## src/rtl/pdp8_rfn.sv

```systemverilog
// PDP-8 fixed-head disk controller: IOT decode, word-count/current-address DMA sequencing and disk strobes.
// Optional per-platter write protection is compiled in with `define RF_WRITE_LOCK_EN.
module pdp8_rfn #(
  parameter int         NUM_DISKS  = 4,
  parameter int         WORDS_LOG2 = 18,
  parameter logic [5:0] DEV_BASE   = 6'o60,
  parameter logic [3:0] IOT_STATE  = 4'd1
) (
  input  logic                      clk,
  input  logic                      reset,
  input  logic                      iot,
  input  logic [3:0]                state,
  input  logic [11:0]               mb,
  input  logic [11:0]               io_data_in,
  output logic [11:0]               io_data_out,
  input  logic [5:0]                io_select,
  output logic                      io_data_avail,
  output logic                      io_skip,
  output logic                      io_interrupt,
  output logic                      dma_req,
  input  logic                      dma_ack,
  output logic [11:0]               dma_addr,
  output logic                      dma_wr,
  output logic [11:0]               dma_data_out,
  input  logic [11:0]               dma_data_in,
  output logic [3+WORDS_LOG2-1:0]   disk_addr,
  output logic                      disk_rd,
  output logic                      disk_wr,
  output logic [11:0]               disk_data_out,
  input  logic [11:0]               disk_data_in,
  input  logic                      disk_done
);

  localparam int DA_W = 3 + WORDS_LOG2;

  typedef enum logic [1:0] {IDLE, MEM, DISK, STEP} st_t;

  st_t              st_q, st_d;
  logic [11:0]      wc_q, wc_d, ca_q, ca_d, buf_q, buf_d;
  logic [DA_W-1:0]  da_q, da_d;
  logic             ie_q, ie_d, done_q, done_d, err_q, err_d;
  logic             nxd_q, nxd_d, wlk_q, wlk_d, rd_q, rd_d;
  logic [7:0]       lock_mask;

  function automatic logic [2:0] platter_of(input logic [DA_W-1:0] a);
    return a[DA_W-1 -: 3];
  endfunction

  function automatic logic bad_platter(input logic [2:0] p);
    return int'(p) >= NUM_DISKS;
  endfunction

  function automatic logic [DA_W-1:0] set_lo(input logic [DA_W-1:0] a, input logic [11:0] v);
    logic [23:0] t;
    t = 24'(a);
    t[11:0] = v;
    return t[DA_W-1:0];
  endfunction

  // AC[11] carries the interrupt enable, so only AC[10:0] can reach the high address bits.
  function automatic logic [DA_W-1:0] set_hi(input logic [DA_W-1:0] a, input logic [11:0] v);
    logic [23:0] t;
    t = 24'(a);
    t[23:12] = {1'b0, v[10:0]};
    return t[DA_W-1:0];
  endfunction

  logic [5:0]  dev_off;
  logic        fire, f0, f1, f2, f3;
  logic [2:0]  op;
  logic        busy;
  logic [11:0] status;
  logic        unused_mb;

  assign dev_off   = io_select - DEV_BASE;
  assign fire      = reset && iot && (state == IOT_STATE) && (dev_off < 6'd4);
  assign f0        = fire && (dev_off[1:0] == 2'd0);
  assign f1        = fire && (dev_off[1:0] == 2'd1);
  assign f2        = fire && (dev_off[1:0] == 2'd2);
  assign f3        = fire && (dev_off[1:0] == 2'd3);
  assign op        = mb[2:0];
  assign unused_mb = &{1'b0, mb[11:3]};

`ifdef RF_WRITE_LOCK_EN
  logic [7:0] lock_q, lock_d;

  always_comb begin
    lock_d = lock_q;
    if (f3 && op[0] && io_data_in[11]) lock_d = io_data_in[7:0];
  end

  always_ff @(posedge clk or negedge reset) begin
    if (!reset) lock_q <= '0;
    else        lock_q <= lock_d;
  end

  assign lock_mask = lock_q;
`else
  assign lock_mask = 8'h00;
`endif

  always_comb begin
    st_d   = st_q;
    wc_d   = wc_q;
    ca_d   = ca_q;
    buf_d  = buf_q;
    da_d   = da_q;
    ie_d   = ie_q;
    done_d = done_q;
    err_d  = err_q;
    nxd_d  = nxd_q;
    wlk_d  = wlk_q;
    rd_d   = rd_q;

    unique case (st_q)
      MEM: if (dma_ack) begin
        if (!rd_q) buf_d = dma_data_in;
        st_d = rd_q ? STEP : DISK;
      end
      DISK: if (disk_done) begin
        if (rd_q) buf_d = disk_data_in;
        st_d = rd_q ? MEM : STEP;
      end
      STEP: begin
        ca_d = ca_q + 12'd1;
        da_d = da_q + DA_W'(1);
        wc_d = wc_q + 12'd1;
        if (wc_d == 12'd0) begin
          done_d = 1'b1;
          st_d   = IDLE;
        end else if (bad_platter(platter_of(da_d))) begin
          nxd_d = 1'b1;
          err_d = 1'b1;
          st_d  = IDLE;
        end else if (!rd_q && lock_mask[platter_of(da_d)]) begin
          wlk_d = 1'b1;
          err_d = 1'b1;
          st_d  = IDLE;
        end else begin
          st_d = rd_q ? DISK : MEM;
        end
      end
      default: ;
    endcase

    // Abort wins over a start in the same IOT; sub-status flags are cleared along with error.
    if (f0) begin
      if (op[0]) begin
        done_d = 1'b0;
        err_d  = 1'b0;
        nxd_d  = 1'b0;
        wlk_d  = 1'b0;
        st_d   = IDLE;
      end else if ((st_q == IDLE) && (op[1] || op[2])) begin
        rd_d = op[1];
        if (bad_platter(platter_of(da_q))) begin
          nxd_d = 1'b1;
          err_d = 1'b1;
        end else if (!op[1] && lock_mask[platter_of(da_q)]) begin
          wlk_d = 1'b1;
          err_d = 1'b1;
        end else begin
          st_d = op[1] ? DISK : MEM;
        end
      end
    end

    if (f1) begin
      if (op[0]) wc_d = io_data_in;
      if (op[1]) ca_d = io_data_in;
      if (op[2]) da_d = set_lo(da_q, io_data_in);
    end

    if (f2 && op[0]) begin
      da_d = set_hi(da_q, io_data_in);
      ie_d = io_data_in[11];
    end
  end

  always_ff @(posedge clk or negedge reset) begin
    if (!reset) begin
      st_q   <= IDLE;
      wc_q   <= '0;
      ca_q   <= '0;
      buf_q  <= '0;
      da_q   <= '0;
      ie_q   <= 1'b0;
      done_q <= 1'b0;
      err_q  <= 1'b0;
      nxd_q  <= 1'b0;
      wlk_q  <= 1'b0;
      rd_q   <= 1'b0;
    end else begin
      st_q   <= st_d;
      wc_q   <= wc_d;
      ca_q   <= ca_d;
      buf_q  <= buf_d;
      da_q   <= da_d;
      ie_q   <= ie_d;
      done_q <= done_d;
      err_q  <= err_d;
      nxd_q  <= nxd_d;
      wlk_q  <= wlk_d;
      rd_q   <= rd_d;
    end
  end

  assign busy   = (st_q != IDLE);
  assign status = {done_q, err_q, busy, nxd_q, wlk_q, 4'b0000, platter_of(da_q)};

  assign io_data_avail = f3 && (op != 3'b000);
  assign io_data_out   = ((f3 && op[0]) ? status : 12'd0) |
                         ((f3 && op[1]) ? ca_q   : 12'd0) |
                         ((f3 && op[2]) ? wc_q   : 12'd0);
  assign io_skip       = f2 && ((op[1] && done_q) || (op[2] && err_q));
  assign io_interrupt  = ie_q && (done_q || err_q);

  assign dma_req       = (st_q == MEM);
  assign dma_addr      = dma_req ? ca_q : 12'd0;
  assign dma_wr        = dma_req && rd_q;
  assign dma_data_out  = dma_wr ? buf_q : 12'd0;
  assign disk_addr     = da_q;
  assign disk_rd       = (st_q == DISK) && rd_q;
  assign disk_wr       = (st_q == DISK) && !rd_q;
  assign disk_data_out = disk_wr ? buf_q : 12'd0;

endmodule
```

## config.mk

```make
export PLATFORM = sky130hd
export DESIGN_NAME = pdp8_rfn
export DESIGN_NICKNAME = d
export VERILOG_FILES = /design/src/rtl/pdp8_rfn.sv
export SDC_FILE = /design/constraint.sdc
export NUM_CORES = 1
export LEC_CHECK = 0
export CORE_ASPECT_RATIO = 1.75
export CORE_MARGIN = 4
export CORE_UTILIZATION = 50
export DETAILED_ROUTE_END_ITERATION = 8
export PLACE_DENSITY = 0.86
export SLEW_MARGIN = 20
export SYNTH_ARGS = -nofsm -noshare
export SYNTH_HDL_FRONTEND = slang
export SYNTH_SLANG_ARGS = --single-unit
```

## constraint.sdc

```tcl
create_clock -name clk -period 4.3 [get_ports clk]
set_input_delay 0.645 -clock clk [delete_from_list [all_inputs] [get_ports clk]]
set_output_delay 0.645 -clock clk [all_outputs]
set_load 0.01 [all_outputs]
```

### Word-level counts from Yosys, hierarchy flattened

Memory sizes are Yosys's and may differ from the RTL's.
Index checks and enable logic that the tools add are counted.

| word-level totals | value |
|---|---|
| flip-flop bits (word level) | 65 |
| latch bits | 0 |
| RAM bits | 0 |
| memory bits (read-only) | 16 |
| input port bits | 63 |
| output and inout port bits | 76 |
| logic and storage cells | 140 |
| memories | 2 |

Memories:

| name | depth | bits a word | read ports | clocked after memory_dff | wr ports | RTL line | text |
|---|---|---|---|---|---|---|---|
| (name not given) | 8 | 1 | 1 | 0 | 0 | 159 | `end else if (!op[1] && lock_mask[platter_of(da_q)]) begin` |
| (name not given) | 8 | 1 | 1 | 0 | 0 | 135 | `end else if (!rd_q && lock_mask[platter_of(da_d)]) begin` |

| operators by class | value |
|---|---|
| $add $sub $neg | 4 |
| $mul | 0 |
| divide/modulo/power cells | 0 |
| $lt $le $gt $ge | 5 |
| equal/unequal tests | 12 |
| shift operators | 0 |
| mux-type cells | 67 |
| bitwise gates (word level) | 3 |
| reduce and logical (&&, ||, !) cells | 35 |

Operator list:

| kind | count |
|---|---|
| 2-to-1 mux 12 bit | 16 |
| 2-to-1 mux 21 bit | 4 |
| 2-to-1 mux 1 bit | 32 |
| 2-to-1 mux 2 bit | 13 |
| adder 12 x 1 -> 12 bit (second input constant) | 2 |
| bitwise OR 12 bit | 2 |
| case mux 12 bit (2 select lines) | 1 |
| logical AND 1 bit | 22 |
| adder 21 x 1 -> 21 bit (second input constant) | 1 |
| logical NOT 12 bit | 1 |
| equality test 2 bit (second input constant) | 4 |
| < comparator 3 x 4 -> 1 bit (second input constant) | 2 |
| >= comparator 3 bit (second input constant) | 2 |
| < comparator 6 x 3 -> 1 bit (second input constant) | 1 |
| inequality test 2 bit (second input constant) | 3 |
| case mux 2 bit (3 select lines) | 1 |
| subtractor 6 bit (second input constant) | 1 |
| AND reduction 5 bit | 1 |
| equality test 2 x 1 -> 1 bit (second input constant) | 2 |
| equality test 4 x 1 -> 1 bit (second input constant) | 1 |
| logical NOT 2 bit | 2 |
| nonzero test 2 bit | 2 |
| logical OR 1 bit | 3 |
| inequality test 3 x 2 -> 1 bit (second input constant) | 1 |
| other kinds (5) | 6 |

### Logic depth before layout (Yosys ltp)

| logic depth | value |
|---|---|
| depth after elaboration | 13 |
| depth in mapped cells | 8 |

### Worst setup path before layout

Ideal clock, no wire load.

| path | value |
|---|---|
| path kind | in2out |
| start | input io_select[3] |
| end | output io_data_out[10] |
| data arrival time | 2.011 ns |
| data required time | 3.655 ns |
| path slack | 1.644 ns |
| cell stages on the path | 7 |
| cell sequence | and4bb_2 and3_1 clkbuf_1 and4_1 buf_2 a222oi_1 inv_1 |

| on the way | value |
|---|---|
| cells in the longest elaborated chain, start to end | 8 |
| elaborated cells on any way between the ends | 12 |

Ends and longest elaborated chain:

| element | RTL line | text |
|---|---|---|
| from (decl) | 16 | `input logic [5:0] io_select,` |
| subtractor 6 bit * | 75 | `assign dev_off = io_select - DEV_BASE;` |
| < comparator 6 x 3 -> 1 bit * | 76 | `assign fire = reset && iot && (state == IOT_STATE) && (dev_off < 6'd4);` |
| logical AND 1 bit * | 76 |  |
| logical AND 1 bit * | 80 | `assign f3 = fire && (dev_off[1:0] == 2'd3);` |
| logical AND 1 bit (on tied branches) | 212, 213 |  |
| 2-to-1 mux 12 bit (on tied branches) | 212, 213 |  |
| bitwise OR 12 bit | 212 | `assign io_data_out = ((f3 && op[0]) ? status : 12'd0) \|` |
| bitwise OR 12 bit * | 213 | `((f3 && op[1]) ? ca_q : 12'd0) \|` |
| to (decl) | 15 | `output logic [11:0] io_data_out,` |

Every way passes the cells marked *; elsewhere a longest branch is shown, timed or not.

### Worst setup path in the final report

| path | value |
|---|---|
| start | input iot |
| end | output io_data_out[2] |

| on the way | value |
|---|---|
| cells in the longest elaborated chain, start to end | 8 |
| elaborated cells on any way between the ends | 12 |

Ends and longest elaborated chain:

| element | RTL line | text |
|---|---|---|
| from (decl) | 11 | `input logic iot,` |
| logical AND 1 bit * (3 in series) | 76 |  |
| logical AND 1 bit * | 80 |  |
| logical AND 1 bit (on tied branches) | 212, 213 |  |
| 2-to-1 mux 12 bit (on tied branches) | 212, 213 |  |
| bitwise OR 12 bit | 212 |  |
| bitwise OR 12 bit * | 213 |  |

Marked as above.

==> metrics.yaml <==
run_status:
  status: "finished clean"
cts:
  cts_root_buf: "clkbuf_16"
  clkSinkCount: 64
  htreeDepth: 3
  clk_pin_slew_ns: 0.05
  hold_buffers: 0
  clk_latency_ns: 0.33
  cts_resized: 0
  post_cts_buffers: 0
  ctsLongestPathBuffers: 2
  cts_tree: "done"
  cts_inserted_buffers: 9
floorplan:
  die_area_mm2: 0.0100
  core_area_mm2: 0.00826
  dieHeight_um: 129
  pin_count: 139
  initial_utilization: 0.510
  num_rows: 44
  die_w_um: 77.4
critical_path:
  crit_start: "iot"
  reg2reg_to: "disk_addr[7]"
  startpoint_type: "input pin"
  crit_end: "io_data_out[2]"
  arrival_ns: 3.13
  path_common_cell: "clkdlybuf4s50_1"
  cp_max_fo: 12
  path_cells: "clkdlybuf4s50_1 -> and4b_1 -> and3_1 -> and4_1 -> a222oi_1 -> inv_1 -> clkdlybuf4s50_1"
  required_ns: 3.65
  slowest_stage: "and4_1"
  reg2regPathDepth: 5
  r2r-start: "st_q[0]"
  critical_path_class: "input pin to output port"
  reg2reg_slack_ns: 1.87
  cp-end-kind: "output port"
  max_stage_delay_ns: 0.54
sta:
  finalSetupViolCount: 0
  period_share: 0.879
  rsz0062_at_grt: "no"
  worst_pin_slew_ns: 0.911
  clock_skew_ns: 0.00617
  hold_viol: 0
  timing.setup.tns_ns: 0
  drv_slew: 0
  period_minus_slack_ns: 3.78
  slew-limit-headroom: 0.392
  fmax_mhz: 265
detailed_routing:
  vias: 4263
  drc_errors: 0
  wl_per_cell_um: 18.9
  antenna_left: 0
  via_per_inst: 6.06
  initialDrtViolationCount: 389
  finalWirelength_mm: 13.3
  first_pass_iters: 6
synthesis:
  synth_ff_type: "dfrtp_1"
  yosysUniqueCellTypes: 51
  seq_area_frac_synth: 0.380
  ys_seq_elements: 64
  synth_edf_count: 0
  avgSynthCellArea_um2: 8.49
  synth_area_mm2: 0.00421
  async_reset_ff_frac: 1.00
  synthCells: 496
  syn-num-nets: 567
  yosys_warnings: 0
cells_and_area:
  final_core_util: 0.705
  drive_above_1_share: 0.0409
  layout-area-overhead-vs-synth_pct: 38.2
  antenna_cells: 0
  fin_nets: 677
global_routing:
  grt_usage: 0.273
  grt_pass1_vias: 4442
  antenna_found_initial: 0
  grt.overflow.total: 0
  grt_max_degree: 65
  grt_pass1_wl_mm: 21.7
power:
  cellPowerDensity_mw_per_mm2: 543
  p_leak_uw: 0.00238
  peakVddDrop_mv: 0.413
placement:
  io_buffers: 129
  gp_congestion: 0.885
  hpwlAfterDp_mm: 9.91
min_path:
  hold_path_class: "register to register"
  worstHoldPathCells: 2
run:
  cap_violations: 0
## how the worst min path moves through the flow
stage          startpoint  endpoint  slack, ns
2_1_floorplan       reset  buf_q[0]       0.35
3_3_place_gp     buf_q[1]  buf_q[1]       0.47
3_5_place_dp     buf_q[8]  buf_q[8]       0.48
4_1_cts          buf_q[8]  buf_q[8]       0.49
5_1_grt              ie_q      ie_q       0.52
6_report         buf_q[5]  buf_q[5]       0.49
## cells in the final DEF, fill, tap and decap left out, types with 2 or more instances in the layout
| cell type | n |
|---|---|
| a222oi_1 | 7 |
| a22o_1 | 5 |
| o31ai_1 | 2 |
| nor4b_1 | 3 |
| and3b_1 | 2 |
| nor4_1 | 9 |
| nand3_1 | 10 |
| ha_1 | 8 |
| nor3_1 | 10 |
| xor2_1 | 14 |
| a31o_2 | 3 |
| a21oi_1 | 29 |
| a211oi_1 | 2 |
| a221o_1 | 3 |
| mux2i_1 | 16 |
| and3_1 | 15 |
| o21ai_0 | 34 |
| clkbuf_16 | 9 |
| nor3b_1 | 3 |
| clkdlybuf4s50_1 | 128 |
| and4_1 | 8 |
| nand2_1 | 60 |
| a31oi_1 | 2 |
| clkbuf_1 | 3 |
| nor2_1 | 43 |
| o21a_1 | 2 |
| and4b_1 | 3 |
| dfrtp_1 | 64 |
| a22oi_1 | 2 |
| buf_4 | 3 |
| inv_1 | 17 |
| nand4_1 | 15 |
| xnor2_1 | 25 |
| and2_1 | 26 |
| nor2b_1 | 2 |
| bufinv_16 | 2 |
## synth_stat cells, types with 5 or more instances
cell / number / area (um^2)
nor3_1: 10 / 50.1
mux2i_1: 16 / 160
a222oi_1: 7 / 70.1
clkbuf_1: 27 / 101
a22o_1: 5 / 43.8
inv_1: 17 / 63.8
nor2_1: 43 / 161
buf_2: 6 / 30.0
xor2_1: 14 / 123
nor4_1: 9 / 56.3
dfrtp_1: 64 / 1600
and3_1: 15 / 93.8
and4_1: 8 / 70.1
xnor2_1: 25 / 219
o21ai_0: 35 / 175
and2_1: 26 / 163
nand2_1: 60 / 225
ha_1: 8 / 100
a21oi_1: 29 / 145
nand4_1: 15 / 93.8
nand3_1: 10 / 50.1
## per-layer routing
layer,vias to the layer above,share of wire,track usage
li1,1992,-,-
met1,2016,0.36,0.294
met2,207,0.52,0.482
met3,48,0.064,0.0508
met4,0,0.059,0.181
met5,-,0,0
## sequential cells by signal, indices dropped and copies added, names as in the netlist
name,cells
st_q,2
ie_q,1
done_q,1
ca_q,12
err_q,1
rd_q,1
disk_addr,21
nxd_q,1
wc_q,12
buf_q,12
## where the power goes
group	leakage, uW	internal (uW)	switching (uW)
logic	0.00151	641	627
clock network	0.000154	523	250
registers	0.000719	825	295
## metrics by stage
step	setup slack [ns]	area, um^2	hold WS (ns)	power [uW]	instances
CTS	0.552	5820	0.492	3160	703
global placement	0.602	5500	0.473	2310	687
global route	0.383	5820	0.525	3360	703
floorplan	1.64	4210	0.349	1830	496
finish	0.521	5820	0.489	3160	703
detailed placement	0.563	5500	0.481	2380	687
## area by class of cell
type	instances	area, um^2
Fill cell	681	2440
Inverter	17	63.8
Timing Repair Buffer	132	1310
Sequential cell	64	1600
Multi-Input combinational cell	382	2410
Clock buffer	13	250
Tap cell	92	115
Clock inverter	3	65.1
## critical path, delay by kind of cell
kind | cells | cell delay (ns)
AND/OR/NAND/NOR | 3 | 1.18
AO/OA/AOI/OAI | 1 | 0.23
buffers and inverters | 3 | 1.08
## cell families after synthesis
logic type,after synthesis,share of synthesized area
simple gates,215,0.272
mux,17,0.0407
xor+xnor,39,0.0811
buf+inv,50,0.0464
flops,64,0.380
compound gates,103,0.156
fa+ha+maj,8,0.0238
No activity file was read; power rests on OpenSTA's default activity.
==> patch 1 (same settings) <==
The option `RF_WRITE_LOCK_EN` is turned on by a define.
--- a/src/rtl/pdp8_rfn.sv
+++ b/src/rtl/pdp8_rfn.sv
@@ -1,5 +1,7 @@
 // PDP-8 fixed-head disk controller: IOT decode, word-count/current-address DMA sequencing and disk strobes.
 // Optional per-platter write protection is compiled in with `define RF_WRITE_LOCK_EN.
+`define RF_WRITE_LOCK_EN
+
 module pdp8_rfn #(
   parameter int         NUM_DISKS  = 4,
   parameter int         WORDS_LOG2 = 18,
Check against the original RTL: not equivalent (Yosys sat finds a counterexample within 4 cycles, from zero or initial values and one cycle with reset low).
==> patch 1 against the original RTL <==
  * Setup slack lost 0.096 ns
  * Fmax decreased by 2.5%
  * Design area grew 9.8%
  * Wire length up 14%
  * Sequential cell count grew 5
  * Total power increased by 6.3%
  * Synthesized area grew 12%
  * Final cell count up 13%
  * Largest cell class unchanged
==> patch 1: results (changes against the original RTL) <==
Route:
- The routed wirelength normalized by instance count was 19.2 um (+1.1%).
- The detailed-router iteration count before antenna repair came to 7 (+1).
- The detailed-routing wirelength on met1 was 5.28 mm (+9.7%).
- The amount of wire on met2 after detailed routing is 7.85 mm (+14%).
- The iteration-0 DRC count of the detailed router is 368 (-5.4%).
- The routed wire length on met3 is 1.38 mm (+62%).
- The average via count per standard cell is 6.04 (-0.41%).

Global routing:
- The met3 usage is 0.0619 (+0.0112).
- The via count of the first global-routing pass is 4,859 (+9.4%).
- The wire length of the first global-routing pass is 24.3 mm (+12%).
- The combined global-route utilization of all metal layers is 0.284 (+0.0114).
- The maximum number of pins on one net before global-route repair is 70 (+7.7%).
- The met1 usage is 0.306 (+0.0116).
- The global routing met2 resource utilization is 0.498 (+0.0158).

Critical path:
- The data arrival time of the worst path is 3.23 ns (+0.10 ns).
- The cell with the largest stage delay on the worst path is clkdlybuf4s50_1.

Logic synthesis:
- The Yosys warning count is 0 (unchanged).
- The fraction of synthesized area in multiplexers was 0.0574 (+0.0167).
- The synthesized net count was 630 (+11%).
- In the synthesized netlist, the cells that appear most often are nand2_1, dfrtp_1, nor2_1.
- The distinct cell type count after synthesis is 60 (+18%).
- The async set or reset register ratio after synthesis is 1.00 (unchanged).
- The post-synthesis compound-gate area fraction is 0.159 (+0.00336).
- The register area share after synthesis is 0.365 (-0.0151).
- The synthesized area divided by synthesized cell count is 8.46 um^2 (-0.38%).
- The fraction of the mapped netlist area in adder cells is 0.0212 (-0.00260).
- The synthesized-area fraction occupied by xor and xnor cells came to 0.0778 (-0.00331).
- In the post-synthesis netlist, the biggest area contributors are dfrtp_1, nand2_1, xor2_1.

Place:
- The pre-CTS worst setup slack came to 0.456 ns (-0.107 ns).
- The instance count after placement with tap cells included is 778 (+13%).
- The routability congestion estimate is 0.914 (+3.2%).
- The post-place instance area came to 0.00607 mm^2 (+10%).
- The half-perimeter wire length after placement was 11.2 mm (+13%).

Clock network:
- The source-to-sink clock delay at the later pin of the worst-skew pair is 0.35 ns (+0.02 ns).
- The quantity of gates resized following cts is 0 (unchanged).

Finish:
- The final-stage net count is 740 (+9.3%).
- The fraction of layout instances using a drive strength above 1 is 0.0638 (+0.0229).
- The final cell count without fillers was 794 (+13%).
- The number of diodes added for antenna fixing is 0 (unchanged).

Power and ir drop:
- The leakage power summed over all cells was 2.56 nW (+7.5%).
- The worst-case vdd ir drop is 0.356 mV (-14%).

Run status:
- The run finished with clean final reports.

Worst hold path:
- The path category of the worst min-delay check is reg -> reg.

Timing:
- The measured slew at the worst slew-check pin is 0.931 ns (+0.0191 ns).
- The largest clock skew in the final design came to 0.00511 ns (-0.00106 ns).
==> patch 1: report_power, final <==
part | internal [mW] | switching (mW) | total (mW)
Sequential | 0.868 | 0.296 | 1.16
Clock | 0.522 | 0.299 | 0.822
Combinational | 0.671 | 0.702 | 1.37
==> patch 1: cell type report <==
class	count	area, um^2
sequential	69	1730
multi-input combinational	438	2800
tap	120	150
inverter	16	60.1
clock inverter	6	86.3
clock buffer	10	239
timing repair buffer	135	1330
fill	710	2760
==> patch 1: worst paths after layout <==
path	from	end	slack (ns)	cells after the start
max	io_select[3]	io_data_out[11]	0.43	8
min	buf_q[3]	buf_q[3]	0.50	2
max reg2reg	st_q[0]	disk_addr[16]	1.94	6
min reg2reg	buf_q[3]	buf_q[3]	0.50	2
max in group asynchronous	reset	wc_q[4]	3.13	2
min in group asynchronous	reset	buf_q[3]	0.53	2
==> patch 1: tightest hold or removal path, stage by stage, from the launching register on <==
cell and delay (ns):
dfrtp_1 0.35, nand2_1 0.05, o21ai_0 0.06
==> patch 2 (same settings) <==
Without the edit above. `da_q` no longer has a reset.
--- a/src/rtl/pdp8_rfn.sv
+++ b/src/rtl/pdp8_rfn.sv
@@ -183,7 +183,6 @@
       wc_q   <= '0;
       ca_q   <= '0;
       buf_q  <= '0;
-      da_q   <= '0;
       ie_q   <= 1'b0;
       done_q <= 1'b0;
       err_q  <= 1'b0;
@@ -195,7 +194,6 @@
       wc_q   <= wc_d;
       ca_q   <= ca_d;
       buf_q  <= buf_d;
-      da_q   <= da_d;
       ie_q   <= ie_d;
       done_q <= done_d;
       err_q  <= err_d;
@@ -203,6 +201,10 @@
       wlk_q  <= wlk_d;
       rd_q   <= rd_d;
     end
+  end
+
+  always_ff @(posedge clk) begin
+    da_q <= da_d;
   end
 
   assign busy   = (st_q != IDLE);
Function: differs if reset is asserted again (counterexample within 4 cycles, from zero or initial values and one cycle with reset low); with reset held inactive, the same outputs for 4 cycles.
==> patch 2 against the original RTL <==
  * Wire length up 1.8%
  * Synthesized area up 3.4%
  * Count of clock-buffer cells in the layout down 1
  * Design area up 4.5%
  * Critical endpoint is now io_data_out[0]
  * Total power up 8.3%
  * Largest cell class unchanged
  * Final cell count up 3.4%
  * Setup slack worse by 0.24 ns
  * Fmax down 6.0%
  * Worst hold slack worse by 0.0012 ns
  * Sequential cell count unchanged
==> patch 2: results (changes against the original RTL) <==
Critical path:
- The highest fanout seen on the critical path is 12 (unchanged).
- The startpoint of the most critical register-to-register path is st_q[0].
- The cell with the largest stage delay on the worst path is and4_1.
- The endpoint of the worst-slack reg-to-reg timing path is disk_addr[14].
- The data arrival time of the worst path is 3.37 ns (+0.24 ns).
- The delay contributed by the slowest stage of the critical path is 0.58 ns (+0.04 ns).
- The number of cells on the worst reg-to-reg path is 7 (+2).
- The setup slack of the worst register-to-register path was 1.45 ns (-0.42 ns).

Power and ir drop:
- The worst-case vdd ir drop came to 0.448 mV (+8.6%).
- The leakage power summed over all cells came to 2.37 nW (-0.46%).

Finish:
- The flip-flop count of the largest register after layout is 21 (unchanged).
- The fraction of layout instances using a drive strength above 1 was 0.0621 (+0.0212).
- The final-stage net count is 678 (+0.15%).
- The number of filler cells placed in the layout came to 627 (-7.9%).
- The number of diodes added for antenna fixing is 0 (unchanged).

Place:
- The routability congestion estimate is 0.882 (-0.33%).
- The half-perimeter wire length after placement came to 10.1 mm (+2.0%).
- The number of buffer cells added on primary ports is 129 (unchanged).
- The post-place instance area is 0.00568 mm^2 (+3.2%).
- The pre-CTS worst setup slack was 0.392 ns (-0.171 ns).

Route:
- The iteration-0 DRC count of the detailed router is 363 (-6.7%).
- The average via count per standard cell is 5.85 (-3.6%).
- The routed wirelength normalized by instance count is 18.7 um (-1.6%).
- The detailed-router iteration count before antenna repair is 6 (unchanged).

Clock network:
- The buffer levels on the longest clock path was 2 (unchanged).
- The post-CTS setup repair buffer count is 0 (unchanged).
- The quantity of gates resized following cts is 0 (unchanged).
- The clock-pin slew reported for the worst setup and hold paths after clock tree synthesis came to 0.05 ns (about the same).
- The H-tree depth is 3 (unchanged).
- CTS placed an instance of clkbuf_16 at the clock tree root.
- The source-to-sink clock delay at the later pin of the worst-skew pair is 0.34 ns.
- The number of clock buffers inserted by TritonCTS was 9 (unchanged).

Logic synthesis:
- The Yosys warning count is 0 (unchanged).
- The distinct cell type count after synthesis is 56 (+9.8%).
- The number of flops mapped to enable cells by yosys is 21 (+21).
- The register area share after synthesis is 0.392 (+0.0118).
- Counting instances in the post-synthesis netlist gives the leading cell types as nand2_1, dfrtp_1, nor2_1.
- The async set or reset register ratio after synthesis is 0.672 (-0.328).
- The synthesized net count is 562 (-0.88%).
- Sorting the synthesized cells by area gives the leading types as dfrtp_1, edfxtp_1, xor2_1.

Global routing:
- The combined global-route utilization of all metal layers is 0.267 (-0.00573).
- The initial antenna violation count was 0 (unchanged).
- The via count of the first global-routing pass was 4,262 (-4.1%).
- The maximum number of pins on one net before global-route repair is 44 (-32%).
- The wire length of the first global-routing pass was 21.8 mm (+0.38%).

Timing:
- The relative max-transition margin was 0.312 (-0.0808).
- The largest clock skew in the final design is 0.00582 ns (-0.000346 ns).

Worst hold path:
- In this run the worst hold path is classified as in -> async.

Run status:
- The flow ran to the end, and the final reports show no timing, DRC or antenna violations.
## patch 2: final cells by class
class / instances / area, um^2 / share of cell area
multi-input cells: 382 / 2430 / 0.401
flip-flops and latches: 64 / 1710 / 0.281
repair buffers: 137 / 1350 / 0.221
clock buffers: 12 / 278 / 0.0457
well taps: 115 / 144 / 0.0237
clock inverters: 4 / 120 / 0.0198
inverters: 13 / 48.8 / 0.00803
## patch 2: critical path, delay by kind of cell
family | cells | cell delay, ns
and+or+nand+nor | 3 | 1.44
buffers and inverters | 3 | 1.06
AOI/OAI and AO/OA | 1 | 0.23
## patch 2: where the power goes
| part | switching, mW | internal (mW) | total (mW) | leakage, nW |
|---|---|---|---|---|
| Sequential | 0.280 | 0.867 | 1.15 | 0.731 |
| Combinational | 0.655 | 0.654 | 1.31 | 1.44 |
| Clock | 0.274 | 0.692 | 0.966 | 0.194 |
| Total | 1.21 | 2.21 | 3.42 | 2.37 |
## patch 2: stage by stage
stage	power [mW]	utilization	hold WS [ns]	cells
floorplan	1.88	-	0.349	491
global placement	2.38	0.674	0.473	711
detailed placement	2.44	0.674	0.481	711
CTS	3.42	0.722	0.493	727
global route	3.63	0.722	0.509	727
finish	3.42	0.722	0.488	727
## patch 2: cells by family after synthesis
logic type,count (synthesis),synth area share
buffers and inverters,45,0.0483
AO/OA/AOI/OAI,98,0.138
adder cells (fa/ha/maj),8,0.0230
AND/OR/NAND/NOR,214,0.267
XOR/XNOR,44,0.0886
multiplexers,18,0.0423
flip-flops,64,0.392
## patch 2: how the worst max path moves through the flow
stage	from	endpoint	slack (ns)	depth (start not counted)
floorplan	io_select[2]	io_data_out[9]	1.63	7
finish	io_select[2]	io_data_out[0]	0.28	7
CTS	io_select[2]	io_data_out[0]	0.37	7
global placement	io_select[2]	io_data_out[11]	0.44	7
detailed placement	io_select[2]	io_data_out[11]	0.39	7
global route	io_select[2]	io_data_out[0]	0.20	7
## patch 2: metal layers
metal	share of wire	vias to the layer above	GRT usage
li1	-	1985	-
met1	0.36	1962	0.294
met2	0.52	253	0.474
met3	0.074	51	0.0459
met4	0.044	0	0.146
met5	0	-	0
